### config.mk
export PLATFORM = sky130hd
export DESIGN_NAME = pip_issue_ctrl
export DESIGN_NICKNAME = d
export VERILOG_FILES = /design/src/rtl/pip_issue_ctrl.sv
export SDC_FILE = /design/constraint.sdc
export NUM_CORES = 1
export LEC_CHECK = 0
export ABC_AREA = 0
export CORE_UTILIZATION = 50
export DETAILED_ROUTE_END_ITERATION = 7
export PLACE_DENSITY = 0.7
export SLEW_MARGIN = 25
export SYNTH_ARGS = -nofsm -noshare
export SYNTH_HDL_FRONTEND = slang
export SYNTH_SLANG_ARGS = --single-unit
### constraint.sdc
create_clock -name clk -period 4.1 [get_ports clk]
set_input_delay 0.41 -clock clk [delete_from_list [all_inputs] [get_ports clk]]
set_output_delay 0.41 -clock clk [all_outputs]
set_load 0.05 [all_outputs]
### src/rtl/pip_issue_ctrl.sv
// Program sequencer for the 8-bit pipelined processor: streams stored
// (instr, a, b) entries with a one-cycle operand skew and tags returning results.
module pip_issue_ctrl #(
    parameter int unsigned DEPTH   = 16,
    parameter int unsigned AW      = 4,
    parameter int unsigned RES_LAT = 4
) (
    input  logic          clk,
    input  logic          reset,
    input  logic          ld_we,
    input  logic [AW-1:0] ld_addr,
    input  logic [7:0]    ld_instr,
    input  logic [7:0]    ld_a,
    input  logic [7:0]    ld_b,
    input  logic          start,
    input  logic [AW:0]   prog_len,
    output logic [7:0]    instr,
    output logic [7:0]    data_a,
    output logic [7:0]    data_b,
    input  logic [7:0]    result,
    output logic          res_valid,
    output logic [AW-1:0] res_idx,
    output logic [7:0]    res_data,
    output logic          busy,
    output logic          done
);

    localparam int unsigned LW = AW + 1;
    localparam logic [AW:0] DEPTH_L = LW'(DEPTH);

    typedef enum logic [1:0] {IDLE, ISSUE, DRAIN, FIN} state_t;

    typedef struct packed {
        logic [7:0] instr;
        logic [7:0] a;
        logic [7:0] b;
    } entry_t;

    typedef struct packed {
        logic          v;
        logic [AW-1:0] idx;
    } tag_t;

    entry_t      mem [DEPTH];
    state_t      state;
    state_t      next_state_c;
    logic [AW:0] len;
    logic [AW:0] ptr;
    tag_t        skew_tag;
    logic [7:0]  skew_a;
    logic [7:0]  skew_b;
    tag_t        pipe [RES_LAT];

    logic [AW:0] len_clamp_c;
    logic        inflight_c;
    logic        issue_c;
    logic [AW:0] issue_ptr_c;
    logic [AW:0] ptr_c;
    logic [AW:0] len_c;
    entry_t      rd_c;
    logic [7:0]  instr_c;
    tag_t        skew_tag_c;
    logic [7:0]  skew_a_c;
    logic [7:0]  skew_b_c;
    logic        busy_c;
    logic        done_c;

    assign len_clamp_c = (prog_len > DEPTH_L) ? DEPTH_L : prog_len;

    // Tags still ahead of the tail; the tail itself is captured on the coming edge.
    always_comb begin
        inflight_c = skew_tag.v;
        for (int k = 0; k < int'(RES_LAT) - 1; k++) begin
            inflight_c = inflight_c | pipe[k].v;
        end
    end

    always_ff @(posedge clk or negedge reset) begin
        if (!reset) begin
            state <= IDLE;
        end else begin
            state <= next_state_c;
        end
    end

    always_comb begin
        next_state_c = state;
        case (state)
            IDLE:    if (start) next_state_c = (len_clamp_c == '0) ? FIN : ISSUE;
            ISSUE:   if (ptr >= len) next_state_c = DRAIN;
            DRAIN:   if (!inflight_c) next_state_c = FIN;
            FIN:     next_state_c = IDLE;
            default: next_state_c = IDLE;
        endcase
    end

    always_comb begin
        issue_c     = 1'b0;
        issue_ptr_c = ptr;
        len_c       = len;
        case (state)
            IDLE: begin
                if (start) begin
                    len_c       = len_clamp_c;
                    issue_ptr_c = '0;
                    issue_c     = (len_clamp_c != '0);
                end
            end
            ISSUE:   issue_c = (ptr < len);
            default: issue_c = 1'b0;
        endcase
        rd_c       = mem[issue_ptr_c[AW-1:0]];
        instr_c    = issue_c ? rd_c.instr : 8'h00;
        skew_a_c   = issue_c ? rd_c.a : 8'h00;
        skew_b_c   = issue_c ? rd_c.b : 8'h00;
        skew_tag_c = {issue_c, issue_ptr_c[AW-1:0]};
        ptr_c      = issue_c ? issue_ptr_c + LW'(1) : ptr;
        busy_c     = (next_state_c != IDLE);
        done_c     = (state == FIN);
    end

    // Issue datapath, operand skew stage and result tag pipeline.
    always_ff @(posedge clk or negedge reset) begin
        if (!reset) begin
            len       <= '0;
            ptr       <= '0;
            instr     <= '0;
            skew_tag  <= '0;
            skew_a    <= '0;
            skew_b    <= '0;
            data_a    <= '0;
            data_b    <= '0;
            for (int k = 0; k < int'(RES_LAT); k++) pipe[k] <= '0;
            res_valid <= 1'b0;
            res_idx   <= '0;
            res_data  <= '0;
            busy      <= 1'b0;
            done      <= 1'b0;
        end else begin
            len      <= len_c;
            ptr      <= ptr_c;
            instr    <= instr_c;
            skew_tag <= skew_tag_c;
            skew_a   <= skew_a_c;
            skew_b   <= skew_b_c;
            data_a   <= skew_a;
            data_b   <= skew_b;
            pipe[0]  <= skew_tag;
            for (int k = 1; k < int'(RES_LAT); k++) pipe[k] <= pipe[k-1];
            res_valid <= pipe[RES_LAT-1].v;
            if (pipe[RES_LAT-1].v) begin
                res_idx  <= pipe[RES_LAT-1].idx;
                res_data <= result;
            end
            busy <= busy_c;
            done <= done_c;
        end
    end

    // Program memory is deliberately left out of reset; writes only land while idle.
    always_ff @(posedge clk) begin
        if (ld_we && state == IDLE) begin
            mem[ld_addr] <= {ld_instr, ld_a, ld_b};
        end
    end

endmodule

==> reports/results.ini <==
[floorplanning]
start_util_pct=50.9
die_x_um=192
fp.coreArea_um2=35600
die_area_um2=37000
fp.dieH_um=192
rows=69
io_pins=84

[clock_network]
cts_tree=yes
clk_pin_slew_ns=0.06
cts_max_level=2
numCtsBuffers=46
clock_latency_ns=0.54
clock_path_buffers=3
cts.sinks=476
cts-resized-gates=0
cts_hold_buf=1
post_cts_buffers=0
root_buffer=clkbuf_16

[power]
power.density_nw_per_um2=675
intPower_mw=9.62
ir_worst_vdd_v=0.000651
seq_power_share_pct=41.0
p_sw_mw=4.66
clock_power_share_pct=29.2
p_leak_nw=7.29
power_frac_comb_pct=29.8
swShare_pct=32.6

[setup_path]
setup.worst_path.class=reg2reg
rrSetupSlack_ns=1.22
crit_required_ns=4.55
startpoint_type=flip-flop
path_max_fanout=14
cp.arrival_ns=3.33
cp-end-kind=flip-flop

[timing]
clock_skew_ns=0.0161
finalCritPeriodShare_pct=70.2
tns_ns=0
period_needed_ns=2.88
worst_pin_slew_ns=0.914
rsz0062_at_grt=no
worst_slack_ns=1.22
whs_ns=0.346
hold_viol=0
clock.fmax_mhz=347
slew_headroom_pct=39.0
drv_slew=0
setup_viol_count_final=0

[finish]
final_common_cell=edfxtp_1
drive_gt1_share_pct=16.2
stdcell_count=1693
stdcell_area_um2=21200
fillers=2622
final_cell_mix=384 x edfxtp_1, 90 x dfrtp_1, 82 x clkdlybuf4s50_1
nets=1245
area_growth_syn_to_layout_pct=16.8
diodes=0

[route]
drc=0
vias=10300
routed_wirelength_um=41600
wire_per_inst_um=24.5
viasPerCell=6.06
drtPass1Iterations=5
drtAntennaViolNets=0
drt_iter0_drc=1031

[grt]
grt_start_max_net_pins=122
grtUsageTotal_pct=22.8
grt-ovfl-total=0
grt_pass1_wl_um=61300
antenna_found_initial=1
grt_pass1_vias=10200

[run_status]
status=finished, final reports clean

[place]
gp_congestion=0.807
pre_cts_slack_ns=1.05
place_area_um2=19600
placedCellCount=1606
io_buffers=83
place_hpwl_um=23600

[run]
drv_cap=0

[synth]
ys_types=42
avgSynthCellArea_um2=16.6
synth_cells=1089
ys_seq_area_share_pct=76.4
syn-cell-area_um2=18100
ys_ff_latch=476
synth_fp_nets=1140
ys.warnings.count=0

[min_path]
min_path_type=reg2reg

[power by group through the flow]
stage	clock, mW	combinational (mW)	sequential (mW)
2_1_floorplan	0	2.42	6.34
3_3_place_gp	0	4.11	5.95
3_5_place_dp	0	4.21	5.96
4_1_cts	4.24	4.24	5.86
5_1_grt	4.41	4.54	5.89
6_report	4.17	4.25	5.85
[layer usage]
| metal | GRT usage, % | routed length, µm | vias up |
|---|---|---|---|
| li1 | - | - | 4510 |
| met1 | 31.3 | 17300 | 5247 |
| met2 | 37.9 | 20300 | 424 |
| met3 | 3.46 | 2950 | 71 |
| met4 | 6.84 | 1030 | 2 |
| met5 | 0 | 9 | - |
[metrics by stage]
stage / util (%) / power, mW
2_1_floorplan: - / 8.76
3_3_place_gp: 55.2 / 10.1
3_5_place_dp: 55.2 / 10.2
4_1_cts: 59.5 / 14.3
5_1_grt: 59.5 / 14.8
6_report: 59.5 / 14.3
[final timing paths]
| check | end | from | cells after the start |
|---|---|---|---|
| min in group asynchronous | res_data[3]$_DFFE_PN0P_ | reset | 2 |
| max in group asynchronous | skew_b[0]$_DFF_PN0_ | reset | 3 |
| max | instr[3]$_DFF_PN0_ | ptr[1]$_DFFE_PN0P_ | 7 |
| max reg2reg | instr[3]$_DFF_PN0_ | ptr[1]$_DFFE_PN0P_ | 7 |
| min | pipe[12]$_DFF_PN0_ | pipe[17]$_DFF_PN0_ | 0 |
| min reg2reg | pipe[12]$_DFF_PN0_ | pipe[17]$_DFF_PN0_ | 0 |
[worst max-delay path, cell delays in order (launching register included)]
cell,delay [ns]
dfrtp_4,0.49
ha_1,0.20
a211oi_1,0.28
o21ai_1,0.17
or2_0,0.37
o21ai_2,0.71
buf_4,0.40
o2bb2ai_1,0.17
[area by class of cell]
cell class	count	area, µm²	area share [%]
clock buffer	69	1390	6.58
timing repair buffer	126	1180	5.57
sequential	476	13800	65.4
clock inverter	17	134	0.633
inverter	34	128	0.603
tap	461	577	2.73
multi-input combinational	510	3910	18.5
[synthesized netlist by cell type, drive strengths merged]
master	n	area, µm²
or3	2	12.5
nand3b	4	30.0
inv	33	124
nand2	37	144
mux2i	23	230
and2	1	6.26
a22oi	23	173
buf	36	179
or3b	1	8.76
or4	2	15.0
nor3b	1	12.5
ha	6	75.1
nand4b	1	8.76
o211ai	25	188
nor2b	27	169
edfxtp	384	11500
a21oi	4	20.0
a31oi	23	144
nand3	3	15.0
nand2b	2	12.5
clkbuf	33	124
o31ai	1	7.51
nor3	6	30.0
mux2	37	417
o22ai	26	163
o21ai	59	303
dfrtp	92	2300
a221oi	25	219
a211oi	27	203
o2bb2ai	24	210
nor2	68	255
mux4	24	541
o221ai	24	210
or2	1	6.26
nand4	2	12.5
clkinv	1	3.75
o21bai	1	7.51
[cell families (layout without fill, tap and decap cells)]
logic type | after synthesis | after routing | share of synthesized area (%)
AOI/OAI and AO/OA | 262 | 262 | 10.2
and+or+nand+nor | 158 | 158 | 4.08
buffers and inverters | 103 | 246 | 2.38
muxes | 84 | 84 | 6.56
DFF | 476 | 476 | 76.4
adders and majority gates | 6 | 6 | 0.414
[registers in the layout (all words and copies together) (netlist names), 8 cells and up]
| signal | count |
|---|---|
| skew_a | 8 |
| data_a | 8 |
| mem | 384 |
| pipe | 20 |
| res_data | 8 |
| data_b | 8 |
| instr | 8 |
| skew_b | 8 |
No activity file was read; power rests on OpenSTA's default activity.
==> RTL change, RTL diff (same flow settings) <==
Remove the register `data_a`: a continuous assignment takes its place, so the output `data_a` follows one clock earlier.
--- a/src/rtl/pip_issue_ctrl.sv
+++ b/src/rtl/pip_issue_ctrl.sv
@@ -128,7 +128,6 @@
             skew_tag  <= '0;
             skew_a    <= '0;
             skew_b    <= '0;
-            data_a    <= '0;
             data_b    <= '0;
             for (int k = 0; k < int'(RES_LAT); k++) pipe[k] <= '0;
             res_valid <= 1'b0;
@@ -143,7 +142,6 @@
             skew_tag <= skew_tag_c;
             skew_a   <= skew_a_c;
             skew_b   <= skew_b_c;
-            data_a   <= skew_a;
             data_b   <= skew_b;
             pipe[0]  <= skew_tag;
             for (int k = 1; k < int'(RES_LAT); k++) pipe[k] <= pipe[k-1];
@@ -157,6 +155,8 @@
         end
     end
 
+    assign data_a = skew_a;
+
     // Program memory is deliberately left out of reset; writes only land while idle.
     always_ff @(posedge clk) begin
         if (ld_we && state == IDLE) begin
Behaviour: not the same (a bounded check fails within 4 cycles, from zero or initial values and one cycle with reset low).
==> RTL change against the unedited design <==
- via count increased by 0.43%
- final cell count shrank 1.1%
- routed wire length is 0.32% higher
- worst setup slack worse by 46 ps
- clock skew rose by 0.79 ps
- core utilization rose by 0.41 points
- clock power decreased by 1%
- sequential cell count fell by 8
- synthesized area fell by 1.1%
- total power shrank 1.4%
- cell area shrank 1.3%
- global-route usage up 0.36 points
- critical path type unchanged
- critical endpoint is now skew_b[7]
- largest cell class unchanged
- largest power group unchanged
- highest routed layer is now met4
==> RTL change: results (changes against the unedited design) <==
Drt
  – Number of violations reported at the end of detailed-routing iteration 0: 1015 (-1.6%)
  – Aggregate routed wire length: 41700 um (+0.32%)
  – Average via count per standard cell: 6.15 (+1.5%)
  – Detailed Routing Iterations Pass 1: 6 (+1)

Critical path
  – CP max stage delay: 810 ps (+100 ps)
  – Slowest stage cell on the critical path: sky130_fd_sc_hd__or3b_1
  – Maximum net fanout on the critical path: 24 (+10)

Finish
  – Clock tree buffer count of the final layout: 61 (-12%)
  – Net total in the final layout: 1234 (-0.88%)
  – Filler instances: 2532 (-3.4%)
  – Non-filler instance count after layout: 1675 (-1.1%)
  – Multi-input gate share of the layout cell area: 0.187 (+0.00236)
  – Share of post-route cells with drive strength above 1: 0.159 (-0.00251)
  – Final-layout non-clock buffer area share: 0.0553 (-0.000367)
  – Layout Utilization: 0.599 (+0.00405)
  – Seq area share: 0.653 (-0.00124)
  – Clock buffers and inverters, area share: 0.0713 (-0.000817)

Timing
  – Slew HR: 0.348 (-0.0428)
  – Maximum clock skew at final layout: 16.9 ps (+0.795 ps)

Global route
  – Global Route Usage Sum: 0.232 (+0.00363)
  – Global-route track usage on met2: 0.367 (-0.0117)
  – Met3 usage: 0.0382 (+0.00363)
  – Wire length of the first global-routing pass: 62000 um (+1.1%)
  – Grt met1 use: 0.327 (+0.0141)
  – Vias in the first global route: 10.2k (+0.37%)
  – Number of antenna violations at the first check in global routing: 0 (-1)

Yosys
  – Share of the yosys chip area belonging to registers: 0.761 (-0.00264)
  – Post-synthesis net count: 1132 (-0.70%)
  – Commonest cells in the netlist: 384 x sky130_fd_sc_hd__edfxtp_1, 84 x sky130_fd_sc_hd__dfrtp_1, 68 x sky130_fd_sc_hd__nor2_1
  – Synthesized area per cell: 16.6 um^2 (-0.37%)

Power
  – Maximum vdd ir drop: 0.555 mV (-15%)
  – Internal cell power: 9.43 mW (-1.9%)
  – Seq power: 5.89 mW (+0.7%)
  – Power density normalized to cell area: 674 nW/um^2 (-0.14%)
  – Leak Pwr: 7.15 nW (-2.0%)

Placement
  – Post-placement cell count: 1589 (-1.1%)
  – Pre-CTS worst setup slack: 900 ps (-145 ps)
  – HPWL after DPL: 22800 um (-3.3%)

Clocking
  – Num Clock Sinks: 468 (-1.7%)

Outcome
  – Status: completed
[RTL change: path summary, 6_finish.rpt]
path / startpoint / endpoint / slack, ps / cells past startpoint
max: state[0] / skew_b[7] / 1170 / 5
min: pipe[7] / pipe[2] / 350 / 0
max reg2reg: state[0] / skew_b[7] / 1170 / 5
min reg2reg: pipe[7] / pipe[2] / 350 / 0
max in group asynchronous: reset / instr[2] / 2670 / 3
min in group asynchronous: reset / res_data[4] / 490 / 2
[RTL change: metal layers]
| layer | vias up | wire, um |
|---|---|---|
| met2 | 446 | 19900 |
| met5 | - | 0 |
| met3 | 98 | 3190 |
| met4 | 0 | 1210 |
| li1 | 4486 | - |
| met1 | 5268 | 17400 |
[RTL change: kinds of logic after synthesis]
family | Yosys count | share of synthesized area
flip-flops | 468 | 0.761
AO/OA/AOI/OAI | 262 | 0.103
AND/OR/NAND/NOR | 158 | 0.0412
buffers and inverters | 103 | 0.0240
multiplexers | 84 | 0.0663
adder cells (fa/ha/maj) | 6 | 0.00419
